`src/rtl/arith_pkg.sv`:
```
// Shared definitions for the arithmetic result stage: select codes,
// skid-buffer state encoding and the packed flags word.
package arith_pkg;

    localparam logic [1:0] SEL_ADD   = 2'b00;
    localparam logic [1:0] SEL_SUB   = 2'b01;
    localparam logic [1:0] SEL_SHIFT = 2'b10;
    localparam logic [1:0] SEL_NONE  = 2'b11;

    typedef enum logic [1:0] {
        EMPTY = 2'b00,
        ONE   = 2'b01,
        TWO   = 2'b10
    } stage_state_e;

    typedef struct packed {
        logic z;
        logic n;
        logic c;
    } flags_t;

endpackage

```
`src/rtl/result_flags.sv`:
```
// Combinational zero/negative/carry flag generation for one result word.
module result_flags
    import arith_pkg::*;
#(
    parameter int N = 4
) (
    input  logic [N-1:0] result,
    input  logic         carry,
    input  logic [1:0]   select,
    output flags_t       flags
);

    always_comb begin
        flags   = '0;
        flags.z = (result == '0);
        flags.n = result[N-1];
        // Carry is only meaningful for add; every other operation clears it.
        flags.c = (select == SEL_ADD) ? carry : 1'b0;
    end

endmodule

```
`src/rtl/arith_result_stage.sv`:
```
// Two-entry skid buffer holding arithmetic results and their flags.
// Optional accepted-entry counter enabled by ARITH_STAGE_COUNT_EN.
//   state | meaning
//   EMPTY | no entry held, out_valid low
//   ONE   | main holds the presented entry
//   TWO   | main presented, skid holds the next entry, in_ready low
module arith_result_stage
    import arith_pkg::*;
#(
    parameter int N = 4
) (
    input  logic         clk,
    input  logic         reset,
    input  logic         in_valid,
    output logic         in_ready,
    input  logic [N-1:0] result,
    input  logic         carry,
    input  logic [1:0]   select,
    output logic         out_valid,
    input  logic         out_ready,
    output logic [N-1:0] out_result,
    output logic [1:0]   out_select,
    output logic         flag_z,
    output logic         flag_n,
    output logic         flag_c
`ifdef ARITH_STAGE_COUNT_EN
    ,
    output logic [7:0]   op_count
`endif
);

    stage_state_e r_state;
    logic [N-1:0] r_main_result;
    logic [1:0]   r_main_select;
    flags_t       r_main_flags;
    logic [N-1:0] r_skid_result;
    logic [1:0]   r_skid_select;
    flags_t       r_skid_flags;

    flags_t w_in_flags;
    logic   w_push;
    logic   w_pop;

    result_flags #(.N(N)) u_flags (
        .result (result),
        .carry  (carry),
        .select (select),
        .flags  (w_in_flags)
    );

    // Reset gating keeps the stage from advertising space while it is being cleared.
    assign in_ready   = (r_state != TWO) && !reset;
    assign out_valid  = (r_state != EMPTY);
    assign out_result = r_main_result;
    assign out_select = r_main_select;
    assign flag_z     = r_main_flags.z;
    assign flag_n     = r_main_flags.n;
    assign flag_c     = r_main_flags.c;

    assign w_push = in_valid && in_ready && (select != SEL_NONE);
    assign w_pop  = out_valid && out_ready;

    always_ff @(posedge clk) begin
        if (reset) begin
            r_state       <= EMPTY;
            r_main_result <= '0;
            r_main_select <= '0;
            r_main_flags  <= '0;
            r_skid_result <= '0;
            r_skid_select <= '0;
            r_skid_flags  <= '0;
        end else begin
            case (r_state)
                EMPTY: begin
                    if (w_push) begin
                        r_state       <= ONE;
                        r_main_result <= result;
                        r_main_select <= select;
                        r_main_flags  <= w_in_flags;
                    end
                end
                ONE: begin
                    if (w_push && w_pop) begin
                        r_main_result <= result;
                        r_main_select <= select;
                        r_main_flags  <= w_in_flags;
                    end else if (w_push) begin
                        r_state       <= TWO;
                        r_skid_result <= result;
                        r_skid_select <= select;
                        r_skid_flags  <= w_in_flags;
                    end else if (w_pop) begin
                        r_state <= EMPTY;
                    end
                end
                TWO: begin
                    if (w_pop) begin
                        r_state       <= ONE;
                        r_main_result <= r_skid_result;
                        r_main_select <= r_skid_select;
                        r_main_flags  <= r_skid_flags;
                    end
                end
                default: r_state <= EMPTY;
            endcase
        end
    end

`ifdef ARITH_STAGE_COUNT_EN
    logic [7:0] r_op_count;

    always_ff @(posedge clk) begin
        if (reset) begin
            r_op_count <= '0;
        end else if (w_push && (r_op_count != 8'hFF)) begin
            r_op_count <= r_op_count + 8'd1;
        end
    end

    assign op_count = r_op_count;
`endif

endmodule

```
`config.mk`:
```
export PLATFORM = sky130hd
export DESIGN_NAME = arith_result_stage
export DESIGN_NICKNAME = d
export VERILOG_FILES = /design/src/rtl/arith_pkg.sv /design/src/rtl/result_flags.sv /design/src/rtl/arith_result_stage.sv
export SDC_FILE = /design/constraint.sdc
export NUM_CORES = 1
export LEC_CHECK = 0
export CORE_ASPECT_RATIO = 0.9
export CORE_MARGIN = 1
export CORE_UTILIZATION = 45
export DETAILED_ROUTE_END_ITERATION = 8
export PLACE_DENSITY_LB_ADDON = 0.25
export SYNTH_ARGS = -nofsm -noshare
export SYNTH_HDL_FRONTEND = slang
export SYNTH_SLANG_ARGS = --single-unit
export TNS_END_PERCENT = 1
```
`constraint.sdc`:
```
create_clock -name clk -period 1.9 [get_ports clk]
set_input_delay 0.19 -clock clk [delete_from_list [all_inputs] [get_ports clk]]
set_output_delay 0.19 -clock clk [all_outputs]
set_load 0.01 [all_outputs]
```
==> insert_results.sql, run 1 <==
INSERT INTO impl_metrics (metric_group, metric, value, unit) VALUES
('synth', 'ys_types', '20', ''),
('final_layout', 'fin_util', '71.2', '%'),
('pwr', 'power.sequential.fraction', '51.3', '%'),
('placed_design', 'routabilityCongestion', '0.792', ''),
('timing', 'worst_hold_slack', '0.499', 'ns'),
('timing', 'worst_slew_margin_rel', '69.6', '%'),
('worst_hold_path', 'hold_path.startpoint', 'r_skid_result[0]$_SDFFE_PP0P_', ''),
('pwr', 'power.switching', '195', 'µW'),
('setup_path', 'worst-r2r-cell-count', '4', ''),
('synth', 'yosys.area.top_type_share', '45.6', '%'),
('setup_path', 'cp.required', '1.71', 'ns'),
('clock_tree', 'cts_tree', 'built', ''),
('die', 'floorplan.rows', '13', ''),
('synth', 'synth_top_cells_by_area', 'dfxtp_1, nor2_1, mux2i_1, nor4_1, nor3_1', ''),
('timing', 'timing.final.max_slew_violations', '0', ''),
('synth', 'ys_seq_elements', '18', ''),
('clock_tree', 'cts.reportedPaths.clkPinSlew', '0.09', 'ns'),
('timing', 'timing.final.hold_violations', '0', ''),
('synth', 'yosys.area.top_type', 'dfxtp_1', ''),
('detailed_routing', 'wl_per_cell', '13.8', 'µm'),
('synth', 'synth-warning-count', '0', ''),
('setup_path', 'crit_path_start_kind', 'flip-flop', ''),
('final_layout', 'post_route_cells_drive_above_1_share', '13.4', '%'),
('detailed_routing', 'drt_pre_antenna_iters', '4', ''),
('synth', 'async_reset_ff_share', '0', '%'),
('clock_tree', 'post-cts-setup-buffers', '0', ''),
('timing', 'grt_setup_unrepaired', 'no', ''),
('pwr', 'switching_part_of_the_total', '24.4', '%'),
('placed_design', 'io_buf_count', '21', ''),
('detailed_routing', 'drt_iter0_drc', '25', ''),
('die', 'initial_core_utilization', '51.2', '%'),
('placed_design', 'hpwl', '1.52', 'mm'),
('setup_path', 'worstPathBufferInverterCount', '1', ''),
('clock_tree', 'tritoncts_num_sinks', '18', ''),
('die', 'floorplan.die.height', '41.8', 'µm'),
('timing', 'layout_worst_path_cycle_share', '93.5', '%'),
('pwr', 'combinational_group_share_of_total_power', '20.1', '%'),
('setup_path', 'crit_path_cell_trace', 'and2b_1 -> nor2_1 -> clkdlybuf4s50_1', ''),
('final_layout', 'number_of_diodes_added_for_antenna_fixing', '0', ''),
('synth', 'synth_fp_nets', '102', ''),
('timing', 'setup_viol', '0', ''),
('setup_path', 'worstPathMaxFanout', '5', ''),
('detailed_routing', 'route.final.wire_length', '1.95', 'mm'),
('clock_tree', 'numCtsBuffers', '3', ''),
('clock_tree', 'cts_max_level', '1', ''),
('die', 'die_area', '1930', 'µm²'),
('global_routing', 'grt_first_pass_wirelength', '3.26', 'mm'),
('setup_path', 'crit-reg2reg-launch', 'r_state[1]$_SDFFE_PP0P_', ''),
('die', 'floorplan.core_area', '1550', 'µm²'),
('synth', 'post_synth.cell_area_avg', '8.69', 'µm²'),
('setup_path', 'crit_arrival', '1.59', 'ns'),
('outcome', 'outcome', 'complete, no violations', ''),
('pwr', 'power_per_cell_area', '726', 'nW/µm²'),
('die', 'die_span_x', '46.2', 'µm'),
('global_routing', 'grt_overflow', '0', ''),
('detailed_routing', 'antenna_violating_nets_post_route', '0', ''),
('synth', 'synth.top_cells.by_count', 'nor2_1, dfxtp_1, mux2i_1, nor3_1, nor4_1', ''),
('final_layout', 'areaGrowthSynthToFinish', '39.1', '%'),
('timing', 'highest_clock_rate', '0.563', 'GHz'),
('synth', 'ys_seq_area_share', '45.6', '%'),
('clock_tree', 'clock-root-buffer', 'clkbuf_4', ''),
('pwr', 'power_frac_clock', '28.6', '%'),
('die', 'io-pin-count', '22', ''),
('global_routing', 'number_of_global_route_vias_before_repair', '756', ''),
('global_routing', 'grt_antenna_before_repair', '0', ''),
('synth', 'syn_area', '791', 'µm²'),
('detailed_routing', 'detailroute.via_count', '748', ''),
('timing', 'finalSetupTns', '0', 'ns'),
('timing', 'clock-skew-final', '0.00381', 'ns'),
('global_routing', 'largest_net_degree_at_the_start_of_global_routing', '11', ''),
('setup_path', 'worst-r2r-setup-slack', '0.30', 'ns');
## worst max-delay path by stage
| stage | start | to | cells after the start |
|---|---|---|---|
| 2_1_floorplan | r_state[0]$_SDFFE_PP0P_ | flag_c$_SDFFE_PP0P_ | 5 |
| 3_3_place_gp | select[0] | flag_z$_SDFFE_PP0P_ | 5 |
| 3_5_place_dp | in_valid | out_select[0]$_SDFFE_PP0P_ | 5 |
| 4_1_cts | r_state[0]$_SDFFE_PP0P_ | in_ready | 3 |
| 5_1_grt | r_state[0]$_SDFFE_PP0P_ | in_ready | 3 |
| 6_report | r_state[0]$_SDFFE_PP0P_ | in_ready | 3 |
## layout by cell type, fill, tap and decap left out
cell / count
nor2_1: 26
clkdlybuf4s50_1: 21
dfxtp_1: 18
nor3_1: 9
nor4_1: 9
mux2i_1: 9
buf_4: 9
clkbuf_4: 3
and2b_1: 2
nor3b_1: 2
a21oi_1: 2
or2_2: 1
a21bo_2: 1
or4_1: 1
nor4_4: 1
and2_0: 1
nand2_1: 1
or3_1: 1
o31ai_1: 1
clkbuf_8: 1
## sequential cells by signal (all words and copies together), names as in the netlist
register and cells:
flag_c 1, flag_n 1, flag_z 1, out_result 3
out_select 2, r_skid_flags 2, r_skid_result 4, r_skid_select 2
r_state 2
## worst reg2reg max path, stage by stage, from the launching register on
cell,delay [ns]
dfxtp_1,0.50
and2b_1,0.23
and2_0,0.42
nor3_1,0.09
nor4_1,0.26
## per-stage QoR
| step | instance area (µm²) | total power [µW] |
|---|---|---|
| 2_1_floorplan | 791 | 489 |
| 3_3_place_gp | 1060 | 571 |
| 3_5_place_dp | 1060 | 577 |
| 4_1_cts | 1100 | 805 |
| 5_1_grt | 1100 | 839 |
| 6_report | 1100 | 799 |
## metal layers
layer	vias up	global-route usage (%)	share of wire, %
met4	0	6.47	0.72
met5	-	0	0
met1	340	30.8	45
met3	2	8.70	6.8
li1	373	-	-
met2	33	36.6	47
## power groups by stage
stage	combinational [µW]	sequential, µW	clock [µW]
3_3_place_gp	154	417	0
5_1_grt	174	412	254
3_5_place_dp	159	418	0
4_1_cts	160	409	236
2_1_floorplan	67.6	422	0
6_report	161	410	229
## kinds of logic (layout without fill, tap and decap cells)
| family | after synthesis | in the layout | synth area share [%] |
|---|---|---|---|
| buffers and inverters | 6 | 34 | 4.11 |
| AOI/OAI and AO/OA | 4 | 4 | 3.48 |
| DFF | 18 | 18 | 45.6 |
| muxes | 9 | 9 | 11.4 |
| and+or+nand+nor | 54 | 54 | 35.4 |
## layout make-up
class | count | area (µm²)
multi-input combinational | 67 | 398
clock buffer | 4 | 36.3
tap | 22 | 27.5
sequential | 18 | 360
fill | 127 | 445
timing repair buffer | 30 | 278
(Power assumes the default switching activity.)
==> run 2, diff against run 1 <==
--- a/config.mk
+++ b/config.mk
@@ -6,10 +6,10 @@
 export NUM_CORES = 1
 export LEC_CHECK = 0
 export CORE_ASPECT_RATIO = 0.9
-export CORE_MARGIN = 1
 export CORE_UTILIZATION = 45
+export CTS_CLUSTER_SIZE = 14
 export DETAILED_ROUTE_END_ITERATION = 8
-export PLACE_DENSITY_LB_ADDON = 0.25
+export PLACE_DENSITY = 0.79
 export SYNTH_ARGS = -nofsm -noshare
 export SYNTH_HDL_FRONTEND = slang
 export SYNTH_SLANG_ARGS = --single-unit
==> run 2 against run 1 <==
  * Global-route usage down 1.9 points
  * Clock-buffer cell count down 1
  * Sequential power about the same
  * Worst setup slack better by 0.032 ns
  * Non-clock buffer count down 1
  * Clock power down 23%
  * Register-to-register slack better by 0.06 ns
  * Sequential cell count unchanged
  * Cell count down 1.4%
  * Critical endpoint unchanged
  * Highest routed layer unchanged
==> insert_results.sql, run 2 (synthesized netlist as in run 1, its figures left out) <==
INSERT INTO impl_metrics (metric_group, metric, value, unit) VALUES
('timing', 'worst-slew-pin-transition', '0.448', 'ns'),
('die', 'initial_core_utilization', '51.2', '%'),
('global_routing', 'largest_net_degree_at_the_start_of_global_routing', '11', ''),
('clock_tree', 'tritoncts_num_sinks', '18', ''),
('pwr', 'worst_ir_drop_vdd', '0.446', 'mV'),
('setup_path', 'cp_top_family', 'flip-flops', ''),
('die', 'floorplan.die.height', '41.8', 'µm'),
('final_layout', 'filler_cell_count', '129', ''),
('job', 'max-cap-violations', '0', ''),
('timing', 'clock-skew-final', '0.00642', 'ns'),
('die', 'floorplan.rows', '13', ''),
('setup_path', 'crit_path_cell_trace', 'and2b_1 -> nor2_1 -> clkdlybuf4s50_1', ''),
('global_routing', 'grt_antenna_before_repair', '0', ''),
('global_routing', 'number_of_global_route_vias_before_repair', '686', ''),
('die', 'die_span_x', '46.2', 'µm'),
('setup_path', 'timing.setup.critical_path_class', 'flip-flop to output pin', ''),
('clock_tree', 'cts.reportedPaths.clkPinSlew', '0.09', 'ns'),
('pwr', 'power_per_cell_area', '687', 'nW/µm²'),
('global_routing', 'grt_overflow', '0', ''),
('timing', 'layout_min_cycle_time', '1.74', 'ns'),
('die', 'io-pin-count', '22', ''),
('final_layout', 'largest_reg_flops', '4', ''),
('detailed_routing', 'drc', '0', ''),
('worst_hold_path', 'holdCritPathClass', 'flip-flop to flip-flop', ''),
('timing', 'timing.final.hold_violations', '0', ''),
('die', 'floorplan.core_area', '1550', 'µm²'),
('clock_tree', 'post-cts-setup-buffers', '0', ''),
('detailed_routing', 'drt_pre_antenna_iters', '4', ''),
('final_layout', 'final-seq-area', '360', 'µm²'),
('timing', 'grt_setup_unrepaired', 'no', ''),
('final_layout', 'final_cell_count_no_fill', '139', ''),
('global_routing', 'grt_first_pass_wirelength', '3.09', 'mm'),
('clock_tree', 'worstSkewPairLatency', '0.29', 'ns'),
('final_layout', 'post_route_cells_drive_above_1_share', '12.0', '%'),
('timing', 'setup_viol', '0', ''),
('placed_design', 'routabilityCongestion', '0.809', ''),
('timing', 'highest_clock_rate', '0.573', 'GHz'),
('detailed_routing', 'antenna_violating_nets_post_route', '0', ''),
('clock_tree', 'cts.repair.resized', '0', ''),
('detailed_routing', 'detailroute.via_count', '746', ''),
('final_layout', 'mostFrequentLayoutCells', 'nor2_1, clkdlybuf4s50_1, dfxtp_1', ''),
('final_layout', 'areaGrowthSynthToFinish', '36.4', '%'),
('placed_design', 'io_buf_count', '21', ''),
('final_layout', 'number_of_diodes_added_for_antenna_fixing', '0', ''),
('final_layout', 'finalNetCount', '130', ''),
('setup_path', 'worstPathBufferInverterCount', '1', ''),
('clock_tree', 'numCtsBuffers', '3', ''),
('setup_path', 'crit_arrival', '1.55', 'ns'),
('worst_hold_path', 'hold-path-cell-count', '2', ''),
('setup_path', 'cp-end-kind', 'output pin', ''),
('setup_path', 'crit_path_top_delay_cell', 'dfxtp_1', ''),
('timing', 'finalSetupTns', '0', 'ns'),
('setup_path', 'cp.required', '1.71', 'ns'),
('setup_path', 'worstPathMaxFanout', '8', ''),
('clock_tree', 'cts_tree', 'built', ''),
('detailed_routing', 'route.final.wire_length', '1.76', 'mm'),
('global_routing', 'gr-usage-all-layers', '21.8', '%'),
('detailed_routing', 'drt_iter0_drc', '17', ''),
('final_layout', 'multiInputGateArea', '398', 'µm²'),
('setup_path', 'crit_path_start_kind', 'flip-flop', ''),
('detailed_routing', 'wl_per_cell', '12.6', 'µm'),
('die', 'die_area', '1930', 'µm²'),
('global_routing', 'grtUsageMet2', '32.1', '%'),
('placed_design', 'place.detailed.instances', '136', ''),
('timing', 'worst_slew_margin_rel', '69.9', '%'),
('clock_tree', 'cts-root-to-sink-buffers', '2', ''),
('detailed_routing', 'via_per_inst', '5.37', ''),
('global_routing', 'grtUsageMet3', '8.26', '%'),
('placed_design', 'hpwl', '1.38', 'mm'),
('setup_path', 'worst-r2r-cell-count', '4', ''),
('timing', 'worst_hold_slack', '0.503', 'ns'),
('timing', 'timing.final.max_slew_violations', '0', ''),
('clock_tree', 'cts_hold_buffers', '0', ''),
('pwr', 'total_leakage_power', '0.000420', 'µW'),
('setup_path', 'crit_path_max_incr_delay', '0.50', 'ns'),
('outcome', 'outcome', 'complete, no violations', ''),
('clock_tree', 'cts_max_level', '1', ''),
('setup_path', 'cp_num_cells', '3', ''),
('final_layout', 'mostFrequentLayoutCell', 'nor2_1', ''),
('global_routing', 'grtUsageMet1', '30.4', '%'),
('clock_tree', 'clock-root-buffer', 'clkbuf_4', ''),
('global_routing', 'top_usage_layer', 'met2', ''),
('final_layout', 'biggest_register', 'r_skid_result', ''),
('timing', 'layout_worst_path_cycle_share', '91.8', '%');
run 2: area by class of cell:
class,instances,share of cell area (%)
multi-input cells,67,36.9
flip-flops and latches,18,33.4
repair buffers,29,25.1
well taps,22,2.55
clock buffers,3,2.09
run 2: worst reg2reg max path, cell delays in order, from the launching register on:
cell     delay, ns
dfxtp_1       0.50
and2b_1       0.25
and2_0        0.39
nor3_1        0.10
nor4_1        0.23
run 2: final timing paths:
| path | from | endpoint | slack, ns |
|---|---|---|---|
| max | r_state[1]$_SDFFE_PP0P_ | in_ready | 0.16 |
| min | r_skid_flags[2]$_SDFFE_PP0P_ | flag_z$_SDFFE_PP0P_ | 0.50 |
| max reg2reg | r_state[1]$_SDFFE_PP0P_ | flag_c$_SDFFE_PP0P_ | 0.36 |
| min reg2reg | r_skid_flags[2]$_SDFFE_PP0P_ | flag_z$_SDFFE_PP0P_ | 0.50 |
run 2: report_power, final:
| part | switching (µW) | total [µW] | internal [µW] |
|---|---|---|---|
| clock network | 103 | 177 | 73.7 |
| logic | 65.9 | 156 | 89.6 |
| registers | 12.5 | 409 | 396 |
run 2: metal layers:
layer | share of wire [%] | vias to the layer above | routed length (µm)
li1 | - | 373 | -
met1 | 52 | 349 | 905
met2 | 44 | 20 | 766
met3 | 3.9 | 4 | 68
met4 | 0.80 | 0 | 14
met5 | 0 | - | 0
run 2: metrics by stage:
| step | instance area [µm²] | power, µW | util (%) | worst slack (ns) |
|---|---|---|---|---|
| after global routing | 1080 | 784 | 69.8 | 0.0947 |
| after CTS | 1080 | 748 | 69.8 | 0.159 |
| after floorplan | 791 | 489 | - | 0.581 |
| after detailed placement | 1060 | 573 | 68.3 | 0.0192 |
| final | 1080 | 741 | 69.8 | 0.156 |
| after global placement | 1060 | 569 | 68.3 | 0.0579 |
==> run 3, diff against run 2 <==
--- a/config.mk
+++ b/config.mk
@@ -5,11 +5,14 @@
 export SDC_FILE = /design/constraint.sdc
 export NUM_CORES = 1
 export LEC_CHECK = 0
+export CELL_PAD_IN_SITES_DETAIL_PLACEMENT = 0
+export CELL_PAD_IN_SITES_GLOBAL_PLACEMENT = 1
 export CORE_ASPECT_RATIO = 0.9
-export CORE_UTILIZATION = 45
+export CORE_UTILIZATION = 33
 export CTS_CLUSTER_SIZE = 14
 export DETAILED_ROUTE_END_ITERATION = 8
-export PLACE_DENSITY = 0.79
+export PLACE_DENSITY = 0.78
+export RECOVER_POWER = 50
 export SYNTH_ARGS = -nofsm -noshare
 export SYNTH_HDL_FRONTEND = slang
 export SYNTH_SLANG_ARGS = --single-unit
==> run 3 against run 2 <==
  * Clock-buffer cell count rose by 1
  * Core utilization fell by 20 points
  * Die area rose by 35%
  * Critical path type unchanged
  * Fmax fell by 0.55%
  * Highest routed layer unchanged
==> insert_results.sql, run 3 (synthesized netlist as in run 1, its figures left out) <==
INSERT INTO impl_metrics (metric_group, metric, value, unit) VALUES
('pwr', 'power.sequential.fraction', '51.1', '%'),
('worst_hold_path', 'hold-path-cell-count', '2', ''),
('clock_tree', 'cts-root-to-sink-buffers', '2', ''),
('timing', 'timing.final.hold_violations', '0', ''),
('pwr', 'total_leakage_power', '0.000454', 'µW'),
('timing', 'setup_viol', '0', ''),
('pwr', 'switching_part_of_the_total', '25.1', '%'),
('worst_hold_path', 'holdCritPathClass', 'flip-flop to flip-flop', ''),
('pwr', 'worst_ir_drop_vdd', '0.336', 'mV'),
('setup_path', 'crit_path_top_delay_cell', 'clkdlybuf4s50_1', ''),
('clock_tree', 'post-cts-setup-buffers', '0', ''),
('job', 'max-cap-violations', '0', ''),
('final_layout', 'mostFrequentLayoutCell', 'nor2_1', ''),
('placed_design', 'routabilityCongestion', '0.776', ''),
('global_routing', 'largest_net_degree_at_the_start_of_global_routing', '13', ''),
('detailed_routing', 'drc', '0', ''),
('detailed_routing', 'wl_per_cell', '12.1', 'µm'),
('die', 'floorplan.die.height', '48.4', 'µm'),
('pwr', 'combinational_group_share_of_total_power', '18.7', '%'),
('placed_design', 'hpwl', '1.37', 'mm'),
('final_layout', 'post_route_cells_drive_above_1_share', '12.6', '%'),
('clock_tree', 'cts_max_level', '1', ''),
('setup_path', 'cp-end-kind', 'output pin', ''),
('final_layout', 'finalNetCount', '131', ''),
('placed_design', 'preCtsSetupSlack', '0.0437', 'ns'),
('detailed_routing', 'detailroute.via_count', '714', ''),
('die', 'initial_core_utilization', '35.6', '%'),
('global_routing', 'number_of_global_route_vias_before_repair', '639', ''),
('setup_path', 'cp_top_family', 'buffers and inverters', ''),
('placed_design', 'place.detailed.instances', '142', ''),
('timing', 'fin_ws', '0.146', 'ns'),
('setup_path', 'reg2reg_to', 'out_select[0]$_SDFFE_PP0P_', ''),
('die', 'floorplan.core_area', '2220', 'µm²'),
('pwr', 'power_frac_clock', '30.2', '%'),
('clock_tree', 'cts_tree', 'built', ''),
('setup_path', 'crit_path_max_incr_delay', '0.53', 'ns'),
('setup_path', 'crit-reg2reg-launch', 'r_state[1]$_SDFFE_PP0P_', ''),
('clock_tree', 'numCtsBuffers', '3', ''),
('timing', 'layout_worst_path_cycle_share', '92.3', '%'),
('outcome', 'outcome', 'complete, no violations', ''),
('timing', 'layout_min_cycle_time', '1.75', 'ns'),
('pwr', 'power.switching', '200', 'µW'),
('final_layout', 'mostFrequentLayoutCells', 'nor2_1, dfxtp_1, clkdlybuf4s50_1, dlygate4sd3_1', ''),
('pwr', 'internal_power', '597', 'µW'),
('setup_path', 'crit_arrival', '1.56', 'ns'),
('timing', 'finalSetupTns', '0', 'ns'),
('setup_path', 'worstPathMaxFanout', '8', ''),
('die', 'io-pin-count', '22', ''),
('final_layout', 'number_of_diodes_added_for_antenna_fixing', '0', ''),
('timing', 'worst-slew-pin-transition', '0.425', 'ns'),
('detailed_routing', 'drt_pre_antenna_iters', '5', ''),
('clock_tree', 'cts.reportedPaths.clkPinSlew', '0.11', 'ns'),
('setup_path', 'timing.setup.critical_path_class', 'flip-flop to output pin', ''),
('detailed_routing', 'antenna_violating_nets_post_route', '0', ''),
('timing', 'grt_setup_unrepaired', 'no', ''),
('final_layout', 'biggest_register', 'r_skid_result', ''),
('die', 'die_span_x', '53.6', 'µm'),
('detailed_routing', 'drt_iter0_drc', '12', ''),
('setup_path', 'cp.required', '1.71', 'ns'),
('final_layout', 'largest_reg_flops', '4', ''),
('clock_tree', 'worstSkewPairLatency', '0.30', 'ns'),
('setup_path', 'worst-r2r-setup-slack', '0.28', 'ns'),
('timing', 'worst_slew_margin_rel', '71.6', '%'),
('die', 'die_area', '2600', 'µm²'),
('clock_tree', 'cts.repair.resized', '0', ''),
('setup_path', 'crit_path_cell_trace', 'and2b_1 -> nor2_1 -> clkdlybuf4s50_1', ''),
('final_layout', 'filler_cell_count', '215', ''),
('detailed_routing', 'via_per_inst', '4.89', ''),
('global_routing', 'gr-usage-all-layers', '15.4', '%'),
('final_layout', 'areaGrowthSynthToFinish', '39.1', '%'),
('placed_design', 'io_buf_count', '21', ''),
('worst_hold_path', 'hold-path-endpoint', 'r_skid_result[2]$_SDFFE_PP0P_', ''),
('global_routing', 'grt_overflow', '0', ''),
('timing', 'highest_clock_rate', '0.570', 'GHz'),
('die', 'floorplan.rows', '16', ''),
('clock_tree', 'tritoncts_num_sinks', '18', ''),
('final_layout', 'final_cell_count_no_fill', '146', ''),
('detailed_routing', 'route.final.wire_length', '1.77', 'mm'),
('setup_path', 'crit_path_start_kind', 'flip-flop', ''),
('global_routing', 'grt_antenna_before_repair', '0', ''),
('timing', 'clock-skew-final', '0.00555', 'ns'),
('worst_hold_path', 'hold_path.startpoint', 'r_skid_result[2]$_SDFFE_PP0P_', ''),
('clock_tree', 'cts_hold_buffers', '0', ''),
('pwr', 'power_per_cell_area', '725', 'nW/µm²'),
('global_routing', 'grt_first_pass_wirelength', '2.93', 'mm'),
('timing', 'timing.final.max_slew_violations', '0', ''),
('clock_tree', 'clock-root-buffer', 'clkbuf_4', ''),
('setup_path', 'worstPathBufferInverterCount', '1', ''),
('setup_path', 'worst-r2r-cell-count', '4', '');
[run 3: changes by cell type in the layout (fill, tap and decap cells not counted)]
cell | previous run | this run
clkdlybuf4s50_1 | 21 | 11
clkbuf_8 | 0 | 1
dlygate4sd3_1 | 0 | 10
buf_4 | 8 | 7
clkbuf_1 | 0 | 1
clkbuf_2 | 0 | 1
[run 3: metrics by stage]
stage                     hold WS [ns]  area, µm²  util [%]  power [µW]
final                            0.512       1100      49.5         797
after global routing             0.534       1100      49.5         833
after CTS                        0.513       1110      49.8         810
after detailed placement         0.486       1070      48.1         574
after global placement           0.476       1070      48.1         573
after floorplan                  0.267        791         -         489
[run 3: area by class of cell]
cell class | instances | area (µm²) | share of cell area [%]
multi-input combinational | 67 | 398 | 36.2
sequential | 18 | 360 | 32.8
timing repair buffer | 30 | 272 | 24.7
clock buffer | 4 | 36.3 | 3.30
tap | 27 | 33.8 | 3.07
[run 3: worst max-delay path by stage]
| stage | to | slack [ns] | depth (start not counted) | from |
|---|---|---|---|---|
| after CTS | in_ready | 0.14 | 3 | r_state[1]$_SDFFE_PP0P_ |
| final | in_ready | 0.15 | 3 | r_state[1]$_SDFFE_PP0P_ |
| after global placement | flag_z$_SDFFE_PP0P_ | 0.10 | 5 | in_valid |
| after detailed placement | out_select[0]$_SDFFE_PP0P_ | 0.04 | 7 | in_valid |
| after floorplan | flag_c$_SDFFE_PP0P_ | 0.58 | 5 | r_state[0]$_SDFFE_PP0P_ |
| after global routing | out_select[0]$_SDFFE_PP0P_ | 0.06 | 7 | select[0] |
[run 3: metal layers]
metal | part of all wire, % | track usage [%] | vias to the layer above
met5 | 0 | 0 | -
met4 | 2.0 | 7.89 | 0
met3 | 2.8 | 2.83 | 5
met2 | 42 | 20.8 | 17
met1 | 53 | 22.6 | 319
li1 | - | - | 373
[run 3: tightest hold or removal path, stage by stage, from the launching register on]
cell and delay [ns]:
dfxtp_1 0.35, mux2i_1 0.07, nor2_1 0.07
[run 3: power by group through the flow]
| stage | registers, µW | logic (µW) | clock network [µW] |
|---|---|---|---|
| 4_1_cts | 409 | 157 | 244 |
| 6_report | 408 | 149 | 241 |
| 5_1_grt | 412 | 161 | 260 |
| 3_5_place_dp | 417 | 157 | 0 |
| 3_3_place_gp | 416 | 157 | 0 |
| 2_1_floorplan | 422 | 67.6 | 0 |
